File: src/rtl/seq_stream_tester.sv
// Sequence generator and checker for exercising a FIFO: writes an incrementing stream and verifies it on the read side.
// Optional macro SEQ_STREAM_TESTER_HALT_EN freezes both sides in a HALT state after the first mismatch.
module seq_stream_tester #(
    parameter int Width      = 16,
    parameter int Step       = 1,
    parameter int GapCycles  = 0,
    parameter int CountWidth = 16
) (
    input  logic                  clk,
    input  logic                  rst,
    input  logic                  go,
    output logic                  w_trigger,
    output logic [Width-1:0]      w_data,
    input  logic                  w_ok,
    output logic                  r_trigger,
    input  logic [Width-1:0]      r_data,
    input  logic                  r_ok,
    output logic [CountWidth-1:0] w_count,
    output logic [CountWidth-1:0] r_count,
    output logic [CountWidth-1:0] err_count,
    output logic [Width-1:0]      err_first_exp,
    output logic [Width-1:0]      err_first_got,
    output logic                  fail
);

    localparam int GapW = (GapCycles > 1) ? $clog2(GapCycles) : 1;
    localparam logic [GapW-1:0] GAP_LOAD = (GapCycles > 0) ? GapW'(GapCycles - 1) : '0;
    localparam logic [Width-1:0] STEP_W = Width'(Step);
    localparam logic [CountWidth-1:0] CNT_MAX = {CountWidth{1'b1}};

`ifdef SEQ_STREAM_TESTER_HALT_EN
    typedef enum logic [1:0] {G_IDLE = 2'd0, G_RUN = 2'd1, G_GAP = 2'd2, G_HALT = 2'd3} gen_state_t;
    typedef enum logic [1:0] {C_IDLE = 2'd0, C_SYNC = 2'd1, C_CHECK = 2'd2, C_HALT = 2'd3} chk_state_t;
`else
    typedef enum logic [1:0] {G_IDLE = 2'd0, G_RUN = 2'd1, G_GAP = 2'd2} gen_state_t;
    typedef enum logic [1:0] {C_IDLE = 2'd0, C_SYNC = 2'd1, C_CHECK = 2'd2} chk_state_t;
`endif

    gen_state_t gen_state_reg, gen_state_next;
    chk_state_t chk_state_reg, chk_state_next;
    logic [GapW-1:0] gap_cnt_reg, gap_cnt_next;
    logic go_meta_reg, go_s_reg;
    logic w_trigger_reg, r_trigger_reg;
    logic [Width-1:0] w_data_reg, expected_reg, err_first_exp_reg, err_first_got_reg;
    logic [CountWidth-1:0] w_count_reg, r_count_reg, err_count_reg;
    logic fail_reg;

    logic w_xfer, r_xfer, mismatch;

    assign w_xfer   = w_trigger_reg && w_ok;
    assign r_xfer   = r_trigger_reg && r_ok;
    assign mismatch = r_xfer && (chk_state_reg == C_CHECK) && (r_data != expected_reg);

    always_comb begin
        gen_state_next = gen_state_reg;
        gap_cnt_next   = gap_cnt_reg;
        case (gen_state_reg)
            G_IDLE: if (go_s_reg) gen_state_next = G_RUN;
            G_RUN: begin
                if (w_xfer && (GapCycles > 0)) begin
                    gen_state_next = G_GAP;
                    gap_cnt_next   = GAP_LOAD;
                end
            end
            G_GAP: begin
                if (gap_cnt_reg == '0) gen_state_next = G_RUN;
                else                   gap_cnt_next   = gap_cnt_reg - GapW'(1);
            end
`ifdef SEQ_STREAM_TESTER_HALT_EN
            G_HALT: gen_state_next = G_HALT;
`endif
            default: gen_state_next = G_IDLE;
        endcase
`ifdef SEQ_STREAM_TESTER_HALT_EN
        if (mismatch) gen_state_next = G_HALT;
        else if (!go_s_reg && gen_state_reg != G_HALT) gen_state_next = G_IDLE;
`else
        if (!go_s_reg) gen_state_next = G_IDLE;
`endif
    end

    always_comb begin
        chk_state_next = chk_state_reg;
        case (chk_state_reg)
            C_IDLE:  if (go_s_reg) chk_state_next = C_SYNC;
            C_SYNC:  if (r_xfer) chk_state_next = C_CHECK;
            C_CHECK: chk_state_next = C_CHECK;
`ifdef SEQ_STREAM_TESTER_HALT_EN
            C_HALT:  chk_state_next = C_HALT;
`endif
            default: chk_state_next = C_IDLE;
        endcase
`ifdef SEQ_STREAM_TESTER_HALT_EN
        if (mismatch) chk_state_next = C_HALT;
        else if (!go_s_reg && chk_state_reg != C_HALT) chk_state_next = C_IDLE;
`else
        if (!go_s_reg) chk_state_next = C_IDLE;
`endif
    end

    // Triggers are registered copies of the next state so they line up with the state register.
    always_ff @(posedge clk) begin
        if (rst) begin
            go_meta_reg   <= 1'b0;
            go_s_reg      <= 1'b0;
            gen_state_reg <= G_IDLE;
            chk_state_reg <= C_IDLE;
            gap_cnt_reg   <= '0;
            w_trigger_reg <= 1'b0;
            r_trigger_reg <= 1'b0;
        end else begin
            go_meta_reg   <= go;
            go_s_reg      <= go_meta_reg;
            gen_state_reg <= gen_state_next;
            chk_state_reg <= chk_state_next;
            gap_cnt_reg   <= gap_cnt_next;
            w_trigger_reg <= (gen_state_next == G_RUN);
            r_trigger_reg <= (chk_state_next == C_SYNC) || (chk_state_next == C_CHECK);
        end
    end

    always_ff @(posedge clk) begin
        if (rst) begin
            w_data_reg        <= '0;
            expected_reg      <= '0;
            w_count_reg       <= '0;
            r_count_reg       <= '0;
            err_count_reg     <= '0;
            err_first_exp_reg <= '0;
            err_first_got_reg <= '0;
            fail_reg          <= 1'b0;
        end else begin
            if (w_xfer) begin
                w_data_reg <= w_data_reg + STEP_W;
                if (w_count_reg != CNT_MAX) w_count_reg <= w_count_reg + CountWidth'(1);
            end
            // Every read reloads the expectation, so a dropped word costs exactly one error.
            if (r_xfer) begin
                expected_reg <= r_data + STEP_W;
                if (r_count_reg != CNT_MAX) r_count_reg <= r_count_reg + CountWidth'(1);
            end
            if (mismatch) begin
                fail_reg <= 1'b1;
                if (err_count_reg != CNT_MAX) err_count_reg <= err_count_reg + CountWidth'(1);
                if (!fail_reg) begin
                    err_first_exp_reg <= expected_reg;
                    err_first_got_reg <= r_data;
                end
            end
        end
    end

    assign w_trigger     = w_trigger_reg;
    assign r_trigger     = r_trigger_reg;
    assign w_data        = w_data_reg;
    assign w_count       = w_count_reg;
    assign r_count       = r_count_reg;
    assign err_count     = err_count_reg;
    assign err_first_exp = err_first_exp_reg;
    assign err_first_got = err_first_got_reg;
    assign fail          = fail_reg;

endmodule

File: config.mk
export PLATFORM = sky130hd
export DESIGN_NAME = seq_stream_tester
export DESIGN_NICKNAME = d
export VERILOG_FILES = /design/src/rtl/seq_stream_tester.sv
export SDC_FILE = /design/constraint.sdc
export NUM_CORES = 1
export LEC_CHECK = 0
export BUFFER_PORTS_ARGS = -buffer_cell sky130_fd_sc_hd__buf_2
export CAP_MARGIN = 40
export CORE_MARGIN = 4
export CORE_UTILIZATION = 35
export CTS_BUF_LIST = sky130_fd_sc_hd__clkbuf_4 sky130_fd_sc_hd__clkbuf_8
export DETAILED_ROUTE_END_ITERATION = 16
export HOLD_SLACK_MARGIN = 0.12
export MAX_ROUTING_LAYER = met4
export SYNTH_ARGS = -nofsm -noshare
export SYNTH_HDL_FRONTEND = slang
export SYNTH_SLANG_ARGS = --single-unit
File: constraint.sdc
create_clock -name clk -period 2.2 [get_ports clk]
set_input_delay 0.22 -clock clk [delete_from_list [all_inputs] [get_ports clk]]
set_output_delay 0.22 -clock clk [all_outputs]
set_load 0.005 [all_outputs]
Word level (Yosys, flattened, before mapping)
Index checks and enable logic that the tools add are counted.

storage, ports and cells
  output and inout port bits = 99
  register bits after elaboration = 122

cells by class
  multiplexer cells = 7
  bitwise operators = 1
  equal/unequal tests = 11
  reduce and logical (&&, ||, !) cells = 11
  add/subtract/negate cells = 6

operator list
  kind                                           number
  adder 16 x 1 -> 16 bit, second input constant  5
  != test 16 bit, second input constant          3
  != test 16 bit                                 1
  one-hot mux 2 bit (3 select lines)             2
  == test 2 x 1 -> 1 bit, second input constant  4
  two-way mux 2 bit                              4
  AND reduction 2 bit                            4
  == test 2 bit, second input constant           3
  logical AND 1 bit                              4
  zero test 2 bit                                2
  logical OR 1 bit                               1
  two-way mux 1 bit                              1
  inverter 1 bit                                 1
  subtractor 1 bit, second input constant        1

Depth between registers and ports, before layout
Gate-level depths: netlist (run 1).

  depth in word-level cells = 6
  depth in mapped cells = 7
  gate-level depth less buffers = 6

Worst setup path before layout (run 1)
Ideal clock, no wire load.

  path kind = register to register
  start = register err_count_reg[0], in the netlist err_count[0]
  end = register err_count_reg[3], in the netlist err_count[3]
  data required time = 2.130 ns
  setup slack = 0.270 ns
  data arrival time = 1.860 ns
  stages on the path, launching flop included = 8
  path through = dfxtp_1 > ha_1 > nand3_1 > or4_1 > clkbuf_1 > nand3_2 > or4_2 > a21oi_1

on the way
  longest elaborated chain between the ends = 2
  elaborated cells between the ends (all ways) = 3

ends and longest elaborated chain
  element                                                                         line  RTL
  from (decl)                                                                     45    logic [CountWidth-1:0] w_count_reg, r_count_reg, err_count_reg;
  from (signal assigned)                                                          144   if (err_count_reg != CNT_MAX) err_count_reg <= err_count_reg + CountWidth'(1);
  parallel branches: the longest is 2 deep, another holds adder 16 x 1 -> 16 bit  n/a

Several ways; the timed one is not identified.
A chain may end at the register's enable or synchronous reset.

Worst setup path after layout (run 1)
  start = input r_data[14]
  end = register err_count_reg[0], in the netlist err_count[0]

on the way
  longest elaborated chain between the ends = 3

ends and longest elaborated chain
  element                               line  RTL
  from (decl)                           16    input logic [Width-1:0] r_data,
  != test 16 bit                        52    assign mismatch = r_xfer && (chk_state_reg == C_CHECK) && (r_data != expected_reg);
  logical AND 1 bit                     52
  AND reduction 2 bit (no source line)  n/a

No other way between the ends.

==> summary.md, run 1 <==
| Metric | Value |
|---|---|
| Number of antenna violations at the first check in global routing | 0 |
| Post-Route Skew | 0.00785 ns |
| Setup TNS | 0 ns |
| Die width | 137 um |
| Reg-to-Reg Start | err_count[3] |
| Initial cell density of the core | 0.362 |
| Peak supply drop | around 0.32 mV |
| Final #Nets | 829 |
| Layout Cell Area excl Fill | 7310 um2 |
| Proportion of netlist area held by the largest area contributor | 0.417 |
| Run status | complete, no violations |
| Internal | 3.48 mW |
| Main area contributors after synthesis | sky130_fd_sc_hd__dfxtp_1 (42%), sky130_fd_sc_hd__nand2b_1 (7.5%), sky130_fd_sc_hd__xnor2_1 (6.3%) |
| TritonRoute pass-1 iters | 4 |
| Resize count post-CTS | 0 |
| CTS tree | yes |
| DRC | 0 |
| Total net switching power | between 0.9 and 1 mW |
| Full die area | 18700 um2 |
| Kind of start point of the critical path | input port |
| Number of distinct library cells after synthesis | 47 |
| Count of state elements after synthesis | roughly 120 |
| Net count of the mapped netlist | 684 |
| Most repeated cell in the gate-level netlist after synthesis | sky130_fd_sc_hd__dfxtp_1 |
| Total design power | 4.47 mW |
| Sequential fraction of the synthesis area | 0.417 |
| Beginning of the worst hold path | rst |
| Leading area contributor after synthesis | sky130_fd_sc_hd__dfxtp_1 |
| Ant. Diodes | 0 |
| Ranking of synthesized cells by instance count | sky130_fd_sc_hd__dfxtp_1 (121), sky130_fd_sc_hd__nor2_1 (75), sky130_fd_sc_hd__nand2b_1 (70) |
| H-tree levels | 4 |
| Number of enable flip-flop cells after synthesis | 0 |
| Finished Layout Cells | 1032 |
| Minimum period implied by the final worst setup slack | ~2.1 ns |
| Switching fraction of total power | 0.222 |
| Number of max-cap violations | 0 |
| Area added between synthesis and finish | 25.7% |
| Synthesized area divided by synthesized cell count | 8.83 um2 |
| Fmax achieved | 477 MHz |
| Element type at the critical path end | flip-flop |
| Insertion delay to the later sink of the worst-skew pair | 0.43 ns |
| Top-level port count | 120 |
| Chip Height | 137 um |
| Post-Syn Instances | about 660 |
| Leakage Power | 2.78 nW |
| Final cycle utilization of the critical path | 0.952 |
| Wire length per cell after detailed routing | 13.6 um |
| Area of the core | 16100 um2 |
| Routed Wire Length | 14.1 mm |
| Root buf cell | sky130_fd_sc_hd__clkbuf_8 |
| Clock-pin slew reported for the worst setup and hold paths after clock tree synthesis | ~0.070 ns |
| Final hold vios | 0 |
| Endpoint required time on the critical path | roughly 2.5 ns |
| Clock buffers created by TritonCTS | 17 |
| Pin count of the biggest net entering global routing | 44 |
| Site Rows | between 40 and 50 |
| Placed instance count | 983 |
| Cell area after technology mapping | 5810 um2 |
| Final setup violation count | 0 |
| Pwr dens | 611 nW/um2 |
| Proportion of power drawn by combinational gates | 0.049 |
| Vias post-DR | 5078 |
| Routed vias/inst | 4.92 |
| Core occupancy in the finished layout | 0.455 |
| Arrival time of data at the critical path endpoint | between 2 and 2.5 ns |
| Post-route antenna net violation count | 0 |
| Hold Crit Class | input port to flip-flop |
| Port-buffer cells | 119 |
| Fraction of power consumed by the clock network | 0.456 |
| RePlAce Congestion | 0.839 |
| Synth async-reset ratio | 0 |
| Max-slew violation count | 0 |
| Beginning of the critical path | r_data[14] |
| Top_reg_cell synth | sky130_fd_sc_hd__dfxtp_1 |
| Fraction of final layout cells with drive strength greater than 1 | 0.238 |
| RSZ-0062 raised after global routing | no |
| Max Root-Sink Buffers | 2 |
| Global-route wire length before repair | 23.6 mm |
| Half-perimeter wire length of the detailed placement result | 10.0 mm |
| Post-Place Cell Area | a little under 7000 um2 |
| Overall global routing resource usage | 0.161 |
| CTS sink cnt | 121 |
| Total global routing overflow | 0 |
| Vias in the first global route | 4835 |
| Setup CP Type | input port to flip-flop |
| Biggest fanout along the worst timing path | 21 |
| Yosys synthesis warning count | 0 |
| Share of power burned in registers | 0.495 |
| Iteration-0 DRC Markers | 271 |
-- final cells by class --
type	count	area, um2
Fill cell	1611	8750
Clock buffer	25	319
Multi-Input combinational cell	501	3230
Timing Repair Buffer	158	958
Clock inverter	7	90.1
Tap cell	216	270
Sequential cell	121	2420
Inverter	4	15.0
-- timing repair --
action / in CTS / in global routing
setup buffers: 0 / 0
hold buffers: 17 / 0
hold endpoints to repair: 21 / 0
-- power by group through the flow --
| stage | registers [mW] | logic, mW | clock network [mW] |
|---|---|---|---|
| 2_1_floorplan | 2.26 | 0.126 | 0 |
| 3_3_place_gp | 2.26 | 0.197 | 0 |
| 3_5_place_dp | 2.26 | 0.197 | 0 |
| 4_1_cts | 2.21 | 0.221 | 2.11 |
| 5_1_grt | 2.21 | 0.242 | 2.22 |
| 6_report | 2.21 | 0.218 | 2.04 |
-- worst max-delay path, stage by stage --
cell and delay [ns]:
sky130_fd_sc_hd__dlygate4sd3_1 0.54, sky130_fd_sc_hd__buf_2 0.15, sky130_fd_sc_hd__xnor2_1 0.22, sky130_fd_sc_hd__nand4_1 0.16
sky130_fd_sc_hd__nor4_4 0.43, sky130_fd_sc_hd__buf_4 0.31, sky130_fd_sc_hd__nor2_1 0.11, sky130_fd_sc_hd__mux2_2 0.27
-- metal layers --
metal	track usage	wire length [um]
met1	0.206	6720
met2	0.251	6450
met3	0.0408	705
met4	0.0510	175
met5	-	0
-- through the flow --
step	hold WS [ns]	setup WS, ns
after global placement	0.415	0.242
after CTS	0.167	0.128
after floorplan	0.348	0.270
after global routing	0.196	0.0384
after detailed placement	0.419	0.226
final	0.200	0.105
-- final timing paths --
kind         slack [ns]  cells past startpoint               end
max                0.11                      8      err_count[0]
min                0.20                      2  expected_reg[13]
max reg2reg        0.21                      5     err_count[15]
min reg2reg        0.43                      1  gen_state_reg[0]
-- placed cells by master, fill, tap and decap left out, types with 27 or more instances in the layout --
cell,netlist,routed
sky130_fd_sc_hd__buf_2,7,118
sky130_fd_sc_hd__dfxtp_1,121,121
sky130_fd_sc_hd__mux2i_1,35,35
sky130_fd_sc_hd__nand2_1,37,37
sky130_fd_sc_hd__nand2b_1,70,70
sky130_fd_sc_hd__nand3_1,27,27
sky130_fd_sc_hd__nand4_1,30,30
sky130_fd_sc_hd__nor2_1,75,75
sky130_fd_sc_hd__xnor2_1,42,42
-- cells by family (layout without fill, tap and decap cells) --
group           after synthesis  after routing  share of synthesized area
xor+xnor                     62             62                     0.0934
mux                          43             43                     0.0758
other cells                   1              1                   0.000645
compound gates               63             63                     0.0682
fa+ha+maj                     5              5                     0.0108
flops                       121            121                      0.417
simple gates                327            327                      0.307
buf+inv                      36            194                     0.0278
Power figures use the tool's default switching activity.
==> run 2, diff against run 1 <==
--- a/config.mk
+++ b/config.mk
@@ -5,6 +5,7 @@
 export SDC_FILE = /design/constraint.sdc
 export NUM_CORES = 1
 export LEC_CHECK = 0
+export ABC_AREA = 1
 export BUFFER_PORTS_ARGS = -buffer_cell sky130_fd_sc_hd__buf_2
 export CAP_MARGIN = 40
 export CORE_MARGIN = 4
==> summary.md, run 2 <==
| Metric | Value |
|---|---|
| Max-slew violation count | 0 |
| Synthesized area divided by synthesized cell count | slightly below 7 um2 |
| Vias in the first global route | between 5000 and 6000 |
| Proportion of power drawn by combinational gates | 0.048 |
| Final #Nets | around 1100 |
| CTS tree | yes |
| Count of state elements after synthesis | 121 |
| Smallest hold slack | ~0.2 ns |
| Pin count of the biggest net entering global routing | 75 |
| Half-perimeter wire length of the detailed placement result | 11.2 mm |
| Top_reg_cell synth | sky130_fd_sc_hd__dfxtp_1 |
| Final setup violation count | 0 |
| Top-level port count | between 100 and 150 |
| Switching fraction of total power | 0.226 |
| Core occupancy in the finished layout | 0.442 |
| Clock buffers created by TritonCTS | 17 |
| Post-route antenna net violation count | 0 |
| Iteration-0 DRC Markers | between 200 and 250 |
| Site Rows | 47 |
| Area of the core | 16800 um2 |
| Total global routing overflow | 0 |
| Vias post-DR | 6051 |
| Synth async-reset ratio | 0 |
| Insertion delay to the later sink of the worst-skew pair | 0.44 ns |
| Biggest fanout along the worst timing path | 13 |
| Net count of the mapped netlist | 927 |
| Fmax achieved | 541 MHz |
| RSZ-0062 raised after global routing | no |
| DRC | 0 |
| Count of buffers added by post-CTS timing repair for setup | 0 |
| Ranking of synthesized cells by instance count | sky130_fd_sc_hd__nand2_1 (233), sky130_fd_sc_hd__dfxtp_1 (121), sky130_fd_sc_hd__inv_1 (109) |
| Sequential fraction of the synthesis area | 0.398 |
| Routed vias/inst | between 4 and 5 |
| Pwr dens | ~600 nW/um2 |
| Area added between synthesis and finish | 22.2% |
| H-tree levels | 4 |
| Number of max-cap violations | 0 |
| Most repeated cell in the gate-level netlist after synthesis | sky130_fd_sc_hd__nand2_1 |
| Overall global routing resource usage | 0.173 |
| Commonest cells after routing, fill and taps aside | sky130_fd_sc_hd__nand2_1 (232), sky130_fd_sc_hd__dfxtp_1 (121), sky130_fd_sc_hd__buf_2 (119) |
| Chip Height | 140 um |
| Die width | 140 um |
| Clock-pin slew reported for the worst setup and hold paths after clock tree synthesis | 0.07 ns |
| Cell area after technology mapping | 6080 um2 |
| Root buf cell | sky130_fd_sc_hd__clkbuf_8 |
| Internal | 3.44 mW |
| Post-Syn Instances | 901 |
| Final cycle utilization of the critical path | 0.840 |
| Most common cell after layout, fill and taps aside | sky130_fd_sc_hd__nand2_1 |
| Leading area contributor after synthesis | sky130_fd_sc_hd__dfxtp_1 |
| Routed Wire Length | 16.0 mm |
| Worst-case setup slack after placement | between 0.3 and 0.4 ns |
| Fraction of power consumed by the clock network | 0.453 |
| Element type at the critical path end | flip-flop |
| Kind of start point of the critical path | flip-flop |
| Wire length per cell after detailed routing | ~13 um |
| Filler Cell Count | approximately 1800 |
| Main area contributors after synthesis | sky130_fd_sc_hd__dfxtp_1 (40%), sky130_fd_sc_hd__nand2_1 (14%), sky130_fd_sc_hd__a21oi_1 (7.3%) |
| Port-buffer cells | 119 |
| Share of power burned in registers | 0.499 |
| Chain of cells forming the critical path | ha_1 > nand3_1 > nor2_2 > nand2_1 > nand2_1 > nand2_1 > nand2_1 > o21ai_0 > a21oi_1 |
| Placed instance count | around 1200 |
| TritonRoute pass-1 iters | 5 |
| RePlAce Congestion | a little under 0.9 |
| Post-Route Skew | 0.0126 ns |
| Run status | complete, no violations |
| Global-route wire length before repair | 27.4 mm |
| Buffers & Inverters on Critical Path | 0 |
| Setup TNS | 0 ns |
| Resize count post-CTS | 0 |
| Worst-path cell with the longest stage delay | sky130_fd_sc_hd__dfxtp_1 |
| Delay-heaviest family, CP | simple AND/OR/NAND/NOR gates |
| Fraction of final layout cells with drive strength greater than 1 | 0.177 |
| Critical Path Most Common Cell | sky130_fd_sc_hd__nand2_1 |
| Finished Layout Cells | about 1300 |
| Peak supply drop | 0.348 mV |
| Critical Path Max Stage Delay | about 0.37 ns |
| Endpoint required time on the critical path | 2.56 ns |
| Final critical-path setup slack | 0.351 ns |
| Full die area | 19500 um2 |
| Max Root-Sink Buffers | 2 |
| Final hold vios | 0 |
| Yosys synthesis warning count | 0 |
| Number of distinct library cells after synthesis | 37 |
| Setup CP Type | flip-flop to flip-flop |
| Ant. Diodes | 0 |
| Hold Crit Class | input port to flip-flop |
| Arrival time of data at the critical path endpoint | approximately 2.2 ns |
| Minimum period implied by the final worst setup slack | ~1.8 ns |
| Leakage Power | 3.24 nW |
| CTS sink cnt | 121 |
| Number of enable flip-flop cells after synthesis | 0 |
| Initial cell density of the core | 0.362 |
| Total net switching power | 1.00 mW |
| Number of antenna violations at the first check in global routing | 0 |
| Proportion of netlist area held by the largest area contributor | 0.398 |
==> run 2: power by group through the flow <==
stage	Sequential (mW)	Clock [mW]	Combinational (mW)
CTS	2.21	2.11	0.215
finish	2.21	2.01	0.213
detailed placement	2.26	0	0.190
global route	2.21	2.21	0.240
floorplan	2.26	0	0.115
global placement	2.26	0	0.189
==> run 2: cell families (layout without fill, tap and decap cells) <==
family | count (synthesis) | in the layout | share of synthesized area
other cells | 1 | 1 | 0.000617
xor+xnor | 21 | 21 | 0.0302
flops | 121 | 121 | 0.398
compound gates | 136 | 136 | 0.114
simple gates | 463 | 463 | 0.337
buf+inv | 154 | 296 | 0.109
fa+ha+maj | 5 | 5 | 0.0103
==> run 2: worst reg2reg max path, cell delays in order (launching register included) <==
cell and delay, ns:
sky130_fd_sc_hd__dfxtp_1 0.37, sky130_fd_sc_hd__ha_1 0.20, sky130_fd_sc_hd__nand3_1 0.13, sky130_fd_sc_hd__nor2_2 0.25, sky130_fd_sc_hd__nand2_1 0.11, sky130_fd_sc_hd__nand2_1 0.07, sky130_fd_sc_hd__nand2_1 0.26, sky130_fd_sc_hd__nand2_1 0.18
sky130_fd_sc_hd__o21ai_0 0.08, sky130_fd_sc_hd__a21oi_1 0.13
==> run 2: timing repair <==
item                       CTS  global route
hold buffers                17             0
setup endpoints to repair    0             0
hold endpoints to repair    18             0
==> run 2: worst paths after layout <==
| kind | startpoint | to | slack [ns] | cells past startpoint |
|---|---|---|---|---|
| max | r_count[0] | r_count[3] | 0.35 | 9 |
| min | w_ok | w_data[0] | 0.20 | 4 |
| max reg2reg | r_count[0] | r_count[3] | 0.35 | 9 |
| min reg2reg | go_meta_reg | go_s_reg | 0.40 | 2 |
==> run 2: through the flow <==
step | instance area, um2 | total power, mW
5_1_grt | 7430 | 4.67
4_1_cts | 7430 | 4.54
3_3_place_gp | 6860 | 2.45
6_report | 7430 | 4.44
3_5_place_dp | 6860 | 2.45
2_1_floorplan | 6080 | 2.38
==> run 2: area by class of cell <==
| class | instances | area (um2) | share of cell area |
|---|---|---|---|
| inverter | 117 | 439 | 0.0591 |
| sequential | 121 | 2420 | 0.326 |
| timing repair buffer | 147 | 886 | 0.119 |
| clock inverter | 8 | 92.6 | 0.0125 |
| tap | 220 | 275 | 0.0370 |
| clock buffer | 24 | 312 | 0.0419 |
| multi-input combinational | 626 | 3010 | 0.404 |
==> run 2: metal layers <==
metal	track usage	vias up	part of all wire	routed length [um]
met3	0.0367	17	0.038	606
met5	-	-	0	0
li1	-	3182	-	-
met1	0.220	2721	0.49	7770
met2	0.275	131	0.46	7430
met4	0.0561	0	0.013	212
==> run 3, diff against run 2 <==
==> constraint.sdc (replaced) <==
create_clock -name clk -period 1.7 [get_ports clk]
set_input_delay 0.17 -clock clk [delete_from_list [all_inputs] [get_ports clk]]
set_output_delay 0.17 -clock clk [all_outputs]
set_load 0.005 [all_outputs]
==> summary.md, run 3 (synthesis gave the netlist of run 2 again) <==
| Metric | Value |
|---|---|
| Run status | complete, no violations |
| Final #Nets | ~1100 |
| Hold Crit Class | input port to flip-flop |
| Area of the core | 16800 um2 |
| Peak supply drop | between 0.4 and 0.5 mV |
| Core occupancy in the finished layout | 0.481 |
| Top-level port count | 120 |
| Kind of start point of the critical path | input port |
| Total net switching power | ~1.4 mW |
| Buffers & Inverters on Critical Path | 4 |
| Finished Layout Cells | roughly 1300 |
| Total global routing overflow | 0 |
| Delay-heaviest family, CP | buffers and inverters |
| Final setup violation count | 0 |
| Overall global routing resource usage | 0.177 |
| Element type at the critical path end | flip-flop |
| RePlAce Congestion | 0.860 |
| Critical Path Max Stage Delay | 0.53 ns |
| Pin count of the biggest net entering global routing | 75 |
| DRC | 0 |
| Pwr dens | 712 nW/um2 |
| Commonest cells after routing, fill and taps aside | sky130_fd_sc_hd__nand2_1 (227), sky130_fd_sc_hd__buf_2 (111), sky130_fd_sc_hd__dfxtp_1 (107) |
| Final critical-path setup slack | 0.0531 ns |
| Post-route antenna net violation count | 0 |
| Port-buffer cells | 119 |
| Die width | roughly 140 um |
| Fraction of power consumed by the clock network | 0.447 |
| Post-Route Skew | 0.0103 ns |
| Endpoint required time on the critical path | 2.07 ns |
| Biggest fanout along the worst timing path | 8 |
| Beginning of the worst hold path | r_data[13] |
| TritonRoute pass-1 iters | 5 |
| Critical Path Most Common Cell | sky130_fd_sc_hd__nand2_1 |
| Final cycle utilization of the critical path | 0.969 |
| Most common cell after layout, fill and taps aside | sky130_fd_sc_hd__nand2_1 |
| Setup CP Type | input port to flip-flop |
| Placed instance count | ~1300 |
| Worst-path cell with the longest stage delay | sky130_fd_sc_hd__dlygate4sd3_1 |
| Internal | 4.41 mW |
| CTS sink cnt | 121 |
| Chain of cells forming the critical path | dlygate4sd3_1 > buf_4 > inv_1 > nand2_1 > nand2_1 > nor2_2 > nand2_1 > nor2_2 > nand2_4 > nand3_4 > clkbuf_16 > nand2_1 > a21oi_2 |
| Fmax achieved | 607 MHz |
| Routed vias/inst | 4.79 |
| Reg-to-Reg Start | expected_reg[7] |
| Site Rows | 47 |
| Number of max-cap violations | 0 |
| Final hold vios | 0 |
| Switching fraction of total power | 0.235 |
| Chip Height | 140 um |
| Filler Cell Count | between 1500 and 2000 |
| Critical path depth | 13 |
| H-tree levels | 4 |
| Fraction of final layout cells with drive strength greater than 1 | 0.259 |
| Clock buffers created by TritonCTS | 17 |
| Wire length per cell after detailed routing | roughly 13 um |
| Ant. Diodes | 0 |
| Count of cells along the worst register-to-register path | 11 |
| Full die area | 19500 um2 |
| Arrival time of data at the critical path endpoint | 2.02 ns |
| Vias in the first global route | roughly 5700 |
| Area of all sequential standard cells | between 2000 and 2500 um2 |
| Share of power burned in registers | 0.498 |
| Worst-case setup slack after placement | -0.0477 ns |
| Clock-pin slew reported for the worst setup and hold paths after clock tree synthesis | around 0.07 ns |
| Iteration-0 DRC Markers | around 280 |
| Max-slew violation count | 0 |
| Area added between synthesis and finish | 33.1% |
| Count of cells along the worst hold path | 5 |
| Combined area of the multi-input logic cells | 3140 um2 |
| Slack of the worst reg-to-reg path | 0.12 ns |
| Global-route wire length before repair | 27.9 mm |
| Insertion delay to the later sink of the worst-skew pair | 0.44 ns |
| Number of antenna violations at the first check in global routing | 0 |
| Smallest hold slack | 0.169 ns |
| Minimum period implied by the final worst setup slack | 1.65 ns |
| CTS tree | yes |
| Initial cell density of the core | 0.362 |
| Vias post-DR | 6307 |
| Beginning of the critical path | r_data[2] |
| Max Root-Sink Buffers | 2 |
| Proportion of power drawn by combinational gates | 0.055 |
| Leakage Power | 3.61 nW |
| Root buf cell | sky130_fd_sc_hd__clkbuf_8 |
| Routed Wire Length | 17.5 mm |
| Total design power | between 5 and 6 mW |
| Half-perimeter wire length of the detailed placement result | approximately 12 mm |
## run 3: metal layers
metal	wire [um]	vias to the layer above	share of wire	track usage
met5	0	-	0	-
met4	245	0	0.014	0.0576
met2	8090	139	0.46	0.276
li1	-	3288	-	-
met1	8490	2856	0.48	0.230
met3	717	24	0.041	0.0367
## run 3: power groups by stage
stage | clock, mW | sequential [mW] | combinational (mW)
floorplan | 0 | 2.93 | 0.148
global placement | 0 | 2.93 | 0.268
detailed placement | 0 | 2.93 | 0.269
CTS | 2.66 | 2.86 | 0.296
global route | 2.80 | 2.87 | 0.352
finish | 2.58 | 2.87 | 0.317
## run 3: final timing paths
| check | to |
|---|---|
| setup reg to reg | err_first_got[3] |
| hold / removal | expected_reg[13] |
| hold reg to reg | go_s_reg |
| setup / recovery | err_first_got[3] |
## run 3: stage by stage
| step | instance area (um2) | setup TNS (ns) |
|---|---|---|
| finish | 8100 | 0 |
| global route | 8100 | -0.196 |
| CTS | 7750 | 0 |
| detailed placement | 7210 | -0.180 |
| global placement | 7210 | -0.0359 |
| floorplan | 6080 | 0 |
## run 3: layout make-up
class,count,area share
clock buffer,22,0.0359
clock inverter,9,0.0121
inverter,117,0.0542
multi-input combinational,627,0.388
sequential,121,0.301
tap,220,0.0340
timing repair buffer,200,0.174
## run 3: tightest hold or removal path: stages
cell                      delay (ns)
sky130_fd_sc_hd__buf_2          0.11
sky130_fd_sc_hd__inv_1          0.06
sky130_fd_sc_hd__a21oi_1        0.10
sky130_fd_sc_hd__o21ai_0        0.09
sky130_fd_sc_hd__inv_1          0.05
## run 3: timing repair
action | CTS | global route
endpoints found under the setup margin | 21 | 81
resized for setup | 3 | 67
setup buffers | 0 | 8
cloned | 0 | 5
hold buffers | 14 | 0
hold endpoints to repair | 17 | 0
pin swaps | 0 | 13
